--- src/rtl/pipe_ctrl_pkg.sv ---
// Shared types and constants for the pipeline stall/flush sequencer.
package pipe_ctrl_pkg;

    localparam int unsigned CNT_W          = 6;
    localparam int unsigned REG_W          = 5;
    localparam int unsigned MUL_CYCLES_DEF = 4;
    localparam int unsigned DIV_CYCLES_DEF = 32;

    typedef enum logic [1:0] {
        ST_RUN     = 2'd0,
        ST_MD_WAIT = 2'd1,
        ST_HOLDOFF = 2'd2
    } state_e;

    typedef struct packed {
        logic pc;
        logic ifid;
        logic idex;
        logic exmem;
        logic memwb;
    } en_t;

    typedef struct packed {
        logic ifid;
        logic idex;
        logic exmem;
        logic memwb;
    } flush_t;

    localparam en_t EN_ALL = '{
        pc: 1'b1, ifid: 1'b1, idex: 1'b1, exmem: 1'b1, memwb: 1'b1
    };

    localparam flush_t FL_NONE = '{
        ifid: 1'b0, idex: 1'b0, exmem: 1'b0, memwb: 1'b0
    };

    // Freeze PC..EX, push a bubble into MEM, let MEM/WB drain.
    localparam en_t MD_STALL_EN = '{
        pc: 1'b0, ifid: 1'b0, idex: 1'b0, exmem: 1'b1, memwb: 1'b1
    };

    localparam flush_t MD_STALL_FL = '{
        ifid: 1'b0, idex: 1'b0, exmem: 1'b1, memwb: 1'b0
    };

    localparam en_t LU_STALL_EN = '{
        pc: 1'b0, ifid: 1'b0, idex: 1'b1, exmem: 1'b1, memwb: 1'b1
    };

    localparam flush_t LU_STALL_FL = '{
        ifid: 1'b0, idex: 1'b1, exmem: 1'b0, memwb: 1'b0
    };

    localparam flush_t BR_FL = '{
        ifid: 1'b1, idex: 1'b1, exmem: 1'b0, memwb: 1'b0
    };

    // Counter preload: the start cycle itself is the first of N EX cycles.
    function automatic logic [CNT_W-1:0] md_load(
        input logic        is_div,
        input int unsigned mul_cycles,
        input int unsigned div_cycles
    );
        int unsigned n;
        n = is_div ? div_cycles : mul_cycles;
        return CNT_W'(n - 2);
    endfunction

endpackage

--- src/rtl/pipe_ctrl_hazard_detect.sv ---
// Load-use hazard compare between the ID sources and the EX load target.
module hazard_detect
    import pipe_ctrl_pkg::*;
(
    input  logic [REG_W-1:0] id_rs_i,
    input  logic [REG_W-1:0] id_rt_i,
    input  logic             id_uses_rs_i,
    input  logic             id_uses_rt_i,
    input  logic             ex_is_load_i,
    input  logic [REG_W-1:0] ex_write_reg_i,
    output logic             load_use_o
);

    logic rs_hit;
    logic rt_hit;
    logic wr_valid;

    assign rs_hit   = id_uses_rs_i && (id_rs_i == ex_write_reg_i);
    assign rt_hit   = id_uses_rt_i && (id_rt_i == ex_write_reg_i);
    // $zero is never a real dependency.
    assign wr_valid = (ex_write_reg_i != '0);

    assign load_use_o = ex_is_load_i && wr_valid && (rs_hit || rt_hit);

endmodule

--- src/rtl/pipe_ctrl.sv ---
// Stall/flush sequencer for the five-stage pipeline: load-use, MUL/DIV
// occupancy of EX, branch redirects and WB interrupt/ERET redirects.
module pipe_ctrl
    import pipe_ctrl_pkg::*;
#(
    parameter int unsigned MUL_CYCLES = MUL_CYCLES_DEF,
    parameter int unsigned DIV_CYCLES = DIV_CYCLES_DEF
) (
    input  logic             clk,
    input  logic             rst_n,
    input  logic [REG_W-1:0] id_rs,
    input  logic [REG_W-1:0] id_rt,
    input  logic             id_uses_rs,
    input  logic             id_uses_rt,
    input  logic             ex_is_load,
    input  logic [REG_W-1:0] ex_write_reg,
    input  logic             ex_md_start,
    input  logic             ex_md_is_div,
    input  logic             ex_branch_taken,
    input  logic             wb_int_req,
    input  logic             wb_eret,
    output logic             pc_en,
    output logic             ifid_en,
    output logic             idex_en,
    output logic             exmem_en,
    output logic             memwb_en,
    output logic             ifid_flush,
    output logic             idex_flush,
    output logic             exmem_flush,
    output logic             memwb_flush,
    output logic             md_busy
);

    state_e           state_q, state_d;
    logic [CNT_W-1:0] cnt_q, cnt_d;

    logic   load_use;
    logic   redirect;
    en_t    en;
    flush_t fl;

    hazard_detect u_hazard (
        .id_rs_i        (id_rs),
        .id_rt_i        (id_rt),
        .id_uses_rs_i   (id_uses_rs),
        .id_uses_rt_i   (id_uses_rt),
        .ex_is_load_i   (ex_is_load),
        .ex_write_reg_i (ex_write_reg),
        .load_use_o     (load_use)
    );

    // The CP0 request stays high for a cycle after it is taken.
    assign redirect = wb_eret ||
                      (wb_int_req && (state_q != ST_HOLDOFF));

    always_ff @(posedge clk or negedge rst_n) begin
        if (!rst_n) begin
            state_q <= ST_RUN;
            cnt_q   <= '0;
        end else begin
            state_q <= state_d;
            cnt_q   <= cnt_d;
        end
    end

    always_comb begin
        en      = EN_ALL;
        fl      = FL_NONE;
        state_d = state_q;
        cnt_d   = cnt_q;

        if (redirect) begin
            fl      = '1;
            state_d = ST_HOLDOFF;
            cnt_d   = '0;
        end else begin
            unique case (state_q)
                ST_MD_WAIT: begin
                    if (cnt_q != '0) begin
                        en    = MD_STALL_EN;
                        fl    = MD_STALL_FL;
                        cnt_d = cnt_q - CNT_W'(1);
                    end else begin
                        state_d = ST_RUN;
                    end
                end
                default: begin
                    state_d = ST_RUN;
                    if (ex_md_start) begin
                        en      = MD_STALL_EN;
                        fl      = MD_STALL_FL;
                        state_d = ST_MD_WAIT;
                        cnt_d   = md_load(ex_md_is_div,
                                          MUL_CYCLES,
                                          DIV_CYCLES);
                    end else if (load_use) begin
                        en = LU_STALL_EN;
                        fl = LU_STALL_FL;
                    end else if (ex_branch_taken) begin
                        fl = BR_FL;
                    end
                end
            endcase
        end

        // Hold the whole pipeline cleared while reset is asserted.
        if (!rst_n) begin
            en = '0;
            fl = '1;
        end
    end

    assign pc_en       = en.pc;
    assign ifid_en     = en.ifid;
    assign idex_en     = en.idex;
    assign exmem_en    = en.exmem;
    assign memwb_en    = en.memwb;
    assign ifid_flush  = fl.ifid;
    assign idex_flush  = fl.idex;
    assign exmem_flush = fl.exmem;
    assign memwb_flush = fl.memwb;
    assign md_busy     = (state_q == ST_MD_WAIT);

endmodule
--- config.mk ---
export PLATFORM = sky130hd
export DESIGN_NAME = pipe_ctrl
export DESIGN_NICKNAME = d
export VERILOG_FILES = /design/src/rtl/pipe_ctrl_pkg.sv /design/src/rtl/pipe_ctrl_hazard_detect.sv /design/src/rtl/pipe_ctrl.sv
export SDC_FILE = /design/constraint.sdc
export NUM_CORES = 1
export LEC_CHECK = 0
export BUFFER_PORTS_ARGS = -buffer_cell sky130_fd_sc_hd__buf_2
export CAP_MARGIN = 40
export CORE_MARGIN = 2
export CORE_UTILIZATION = 44
export DETAILED_ROUTE_END_ITERATION = 16
export GPL_TIMING_DRIVEN = 0
export PLACE_DENSITY = 0.87
export SLEW_MARGIN = 5
export SYNTH_ARGS = -nofsm -noshare
export SYNTH_HDL_FRONTEND = slang
export SYNTH_SLANG_ARGS = --single-unit
export TNS_END_PERCENT = 50
--- constraint.sdc ---
create_clock -name clk -period 1.8 [get_ports clk]
set_input_delay 0.18 -clock clk [delete_from_list [all_inputs] [get_ports clk]]
set_output_delay 0.18 -clock clk [all_outputs]
set_load 0.05 [all_outputs]
==> flow_summary.yaml <==
sta:
  period_needed_ps: 1990
  rsz0062_at_grt: "yes"
  max_freq_mhz: 502.4
  finalHoldViolCount: 0
  setup_viol: 5
  fin_ws_ps: -190.4
  worstMarginPinSlew_ps: 438.4
  clock-skew-final_ps: 9.837
  drv_slew: 0
  finalCritPeriodShare: 1.106
  worst_slew_margin_rel: 0.7077
  tns_ps: -528.0
outcome:
  violations: "setup timing"
  run_status: "finished with violations"
synth:
  synthSimpleGateAreaFrac: 0.2765
  synth_seq_cells: 8
  synth_warnings: 0
  syn_area_per_cell_um2: 8.499
  synth-xor-area-share: 0.1257
  yosys-top-cells-count: "10 x xnor2_1, 8 x dfrtp_1, 7 x nand2_1"
  syn_inst: 82
  synth_compound_area_frac: 0.2334
  ys_seq_area_frac: 0.2873
  synth_most_common_cell: "xnor2_1"
  synth_fp_nets: 108
  ys.flop_type: "dfrtp_1"
  synth-edff-count: 0
  muxShareOfSynthArea: 0
  synth_top_area_frac: 0.2873
  synth_top_family_by_area: "simple AND/OR/NAND/NOR gates"
  yosys.area.top_type: "dfrtp_1"
  ys_types: 36
  async_flop_share: 1.000
  synthAdderAreaFrac: 0.01795
  synth_area_um2: 696.9
  synth.area.top_cells: "dfrtp_1 29%, xnor2_1 13%, nand2_1 3.8%"
floorplan:
  chipHeight_um: 43.80
  die_area_um2: 1918
  core-area_um2: 1489
  die_width_um: 43.80
  start_util: 0.4681
  ios: 35
  rows: 14
critical_path:
  cp_cell_sequence: "inv_2 > ha_4 > nand4bb_4 > o22ai_4 > o21a_4 > a21boi_4 > buf_6 > buf_8"
  rr_startpoint: "cnt_q[0]$_DFFE_PN0P_"
  path_buf_inv: 3
  r2r-end: "cnt_q[3]$_DFFE_PN0P_"
  slowest_delay_ps: 400
  reg2regPathDepth: 5
  end_kind: "output pin"
  reg2reg_slack_ps: 100
  worstPathArrival_ps: 1810
  cp-start-kind: "flop"
  crit_start: "cnt_q[1]$_DFFE_PN0P_"
  path_max_fanout: 5
  critical_path.top_delay_family: "compound AO/OA/AOI/OAI gates"
  required_ps: 1620
  worstSetupPathType: "reg -> out"
  cp.depth: 8
  cp_slowest_cell: "dfrtp_1"
  critPathCapture: "pc_en"
cts:
  cts_tree: "done"
  numCtsBuffers: 3
  clk_latency_ps: 270
  cts-root-buf: "clkbuf_4"
  cts_sinks: 8
  cts_buffer_depth: 2
  htreeDepth: 1
  clk_pin_slew_ps: 60
routing:
  routed_wirelength_um: 2209
  vias_per_cell: 5.799
  drc: 0
  first_pass_iters: 4
  ant_nets: 0
  wl_per_cell_um: 14.83
  via_count: 864
  drt_iter0_drc: 37
grt:
  grt_pass1_wl_um: 3436
  grt_pass1_vias: 804
  grt_util_all_layers: 0.2517
  grt_max_degree: 9
  grt_remaining_overflow: 0
  antenna_found_initial: 0
cells_and_area:
  final_layout_size_suffix_gt1_frac: 0.5564
  diodes: 0
  area_growth_pct: 64.99
  num-nets-final: 161
  n_fill_cell: 102
  stdcell_count: 149
place:
  port_buffers: 34
  dpl.cell_count: 132
  gp_congestion: 0.8483
  place_hpwl_um: 1387
power_and_ir_drop:
  p_per_area_nw_per_um2: 570.2
  peakVddDrop_mv: 0.3545
  p_leak_nw: 0.5262
flow_run:
  maxCapViolations: 0
min_path:
  hp-class: "in -> reg"
## metrics by stage
stage               worst slack [ps]  instance area [µm²]  utilization  hold WS, ps  power [mW]
detailed placement            -194.9                955.9       0.6420        69.69      0.4497
CTS                           -186.0                 1111       0.7462        199.9      0.6341
global placement              -166.1                955.9       0.6420        66.20      0.4423
finish                        -190.4                 1150       0.7723        200.3      0.6557
floorplan                     -285.8                765.7            -       -115.6      0.3772
global route                  -270.9                 1150       0.7723        231.1      0.6836
## routing by layer
layer | GRT usage | wire [µm]
met2 | 0.4353 | 1116
met1 | 0.2781 | 850
met4 | 0.1455 | 51
met3 | 0.05833 | 191
met5 | 0 | 0
## flip-flops by register name, summed over array words and instances, names as in the netlist
signal	cells
cnt_q	6
state_q	2
## cells in the final DEF (no fill, tap or decap), drive strengths merged, types with 3 or more instances in the layout
| master | n |
|---|---|
| a21oi | 4 |
| dfrtp | 8 |
| o21ai | 4 |
| nor2 | 6 |
| buf | 50 |
| xnor2 | 10 |
| nand3 | 5 |
| nor3 | 5 |
| clkbuf | 3 |
| nand2 | 7 |
| inv | 4 |
## worst min-delay path, stage by stage
cell and delay (ps):
buf_2 110, nand3_1 70, a31oi_1 80
## power by group
| part | internal, mW | switching [mW] |
|---|---|---|
| registers | 0.190 | 0.0113 |
| clock network | 0.0771 | 0.0724 |
| logic | 0.142 | 0.163 |
| total | 0.409 | 0.246 |
## cells by family after synthesis
logic type / count (synthesis)
and+or+nand+nor: 34
AOI/OAI and AO/OA: 21
xor gates and xnor gates: 10
buffers and inverters: 8
DFF: 8
adders and majority gates: 1
## worst min-delay path by stage
stage,startpoint,to,slack (ps),depth (start not counted)
finish,ex_md_is_div,cnt_q[4]$_DFFE_PN0P_,200,3
global route,ex_md_is_div,cnt_q[4]$_DFFE_PN0P_,230,3
CTS,ex_md_is_div,cnt_q[4]$_DFFE_PN0P_,200,3
detailed placement,rst_n,state_q[1]$_DFFE_PN0P_,70,1
global placement,rst_n,cnt_q[0]$_DFFE_PN0P_,70,1
floorplan,rst_n,cnt_q[0]$_DFFE_PN0P_,-120,0
## cell type report
cell class,instances,area [µm²],area share
clock buffers,3,22.52,0.01959
flip-flops and latches,8,201.4,0.1752
repair buffers,48,312.8,0.2720
inverters,5,26.28,0.02285
multi-input cells,66,540.5,0.4701
plain buffers,3,26.28,0.02285
well taps,16,20.02,0.01741
## timing repair
| action | 4_1_cts | 5_1_grt |
|---|---|---|
| pin swaps | 5 | 2 |
| gates resized for setup | 14 | 4 |
| buffers inserted | 10 | 3 |
| setup endpoints to repair | 6 | 6 |
| hold buffers | 1 | 0 |
| hold endpoints to repair | 8 | 0 |
(Power assumes the default switching activity.)
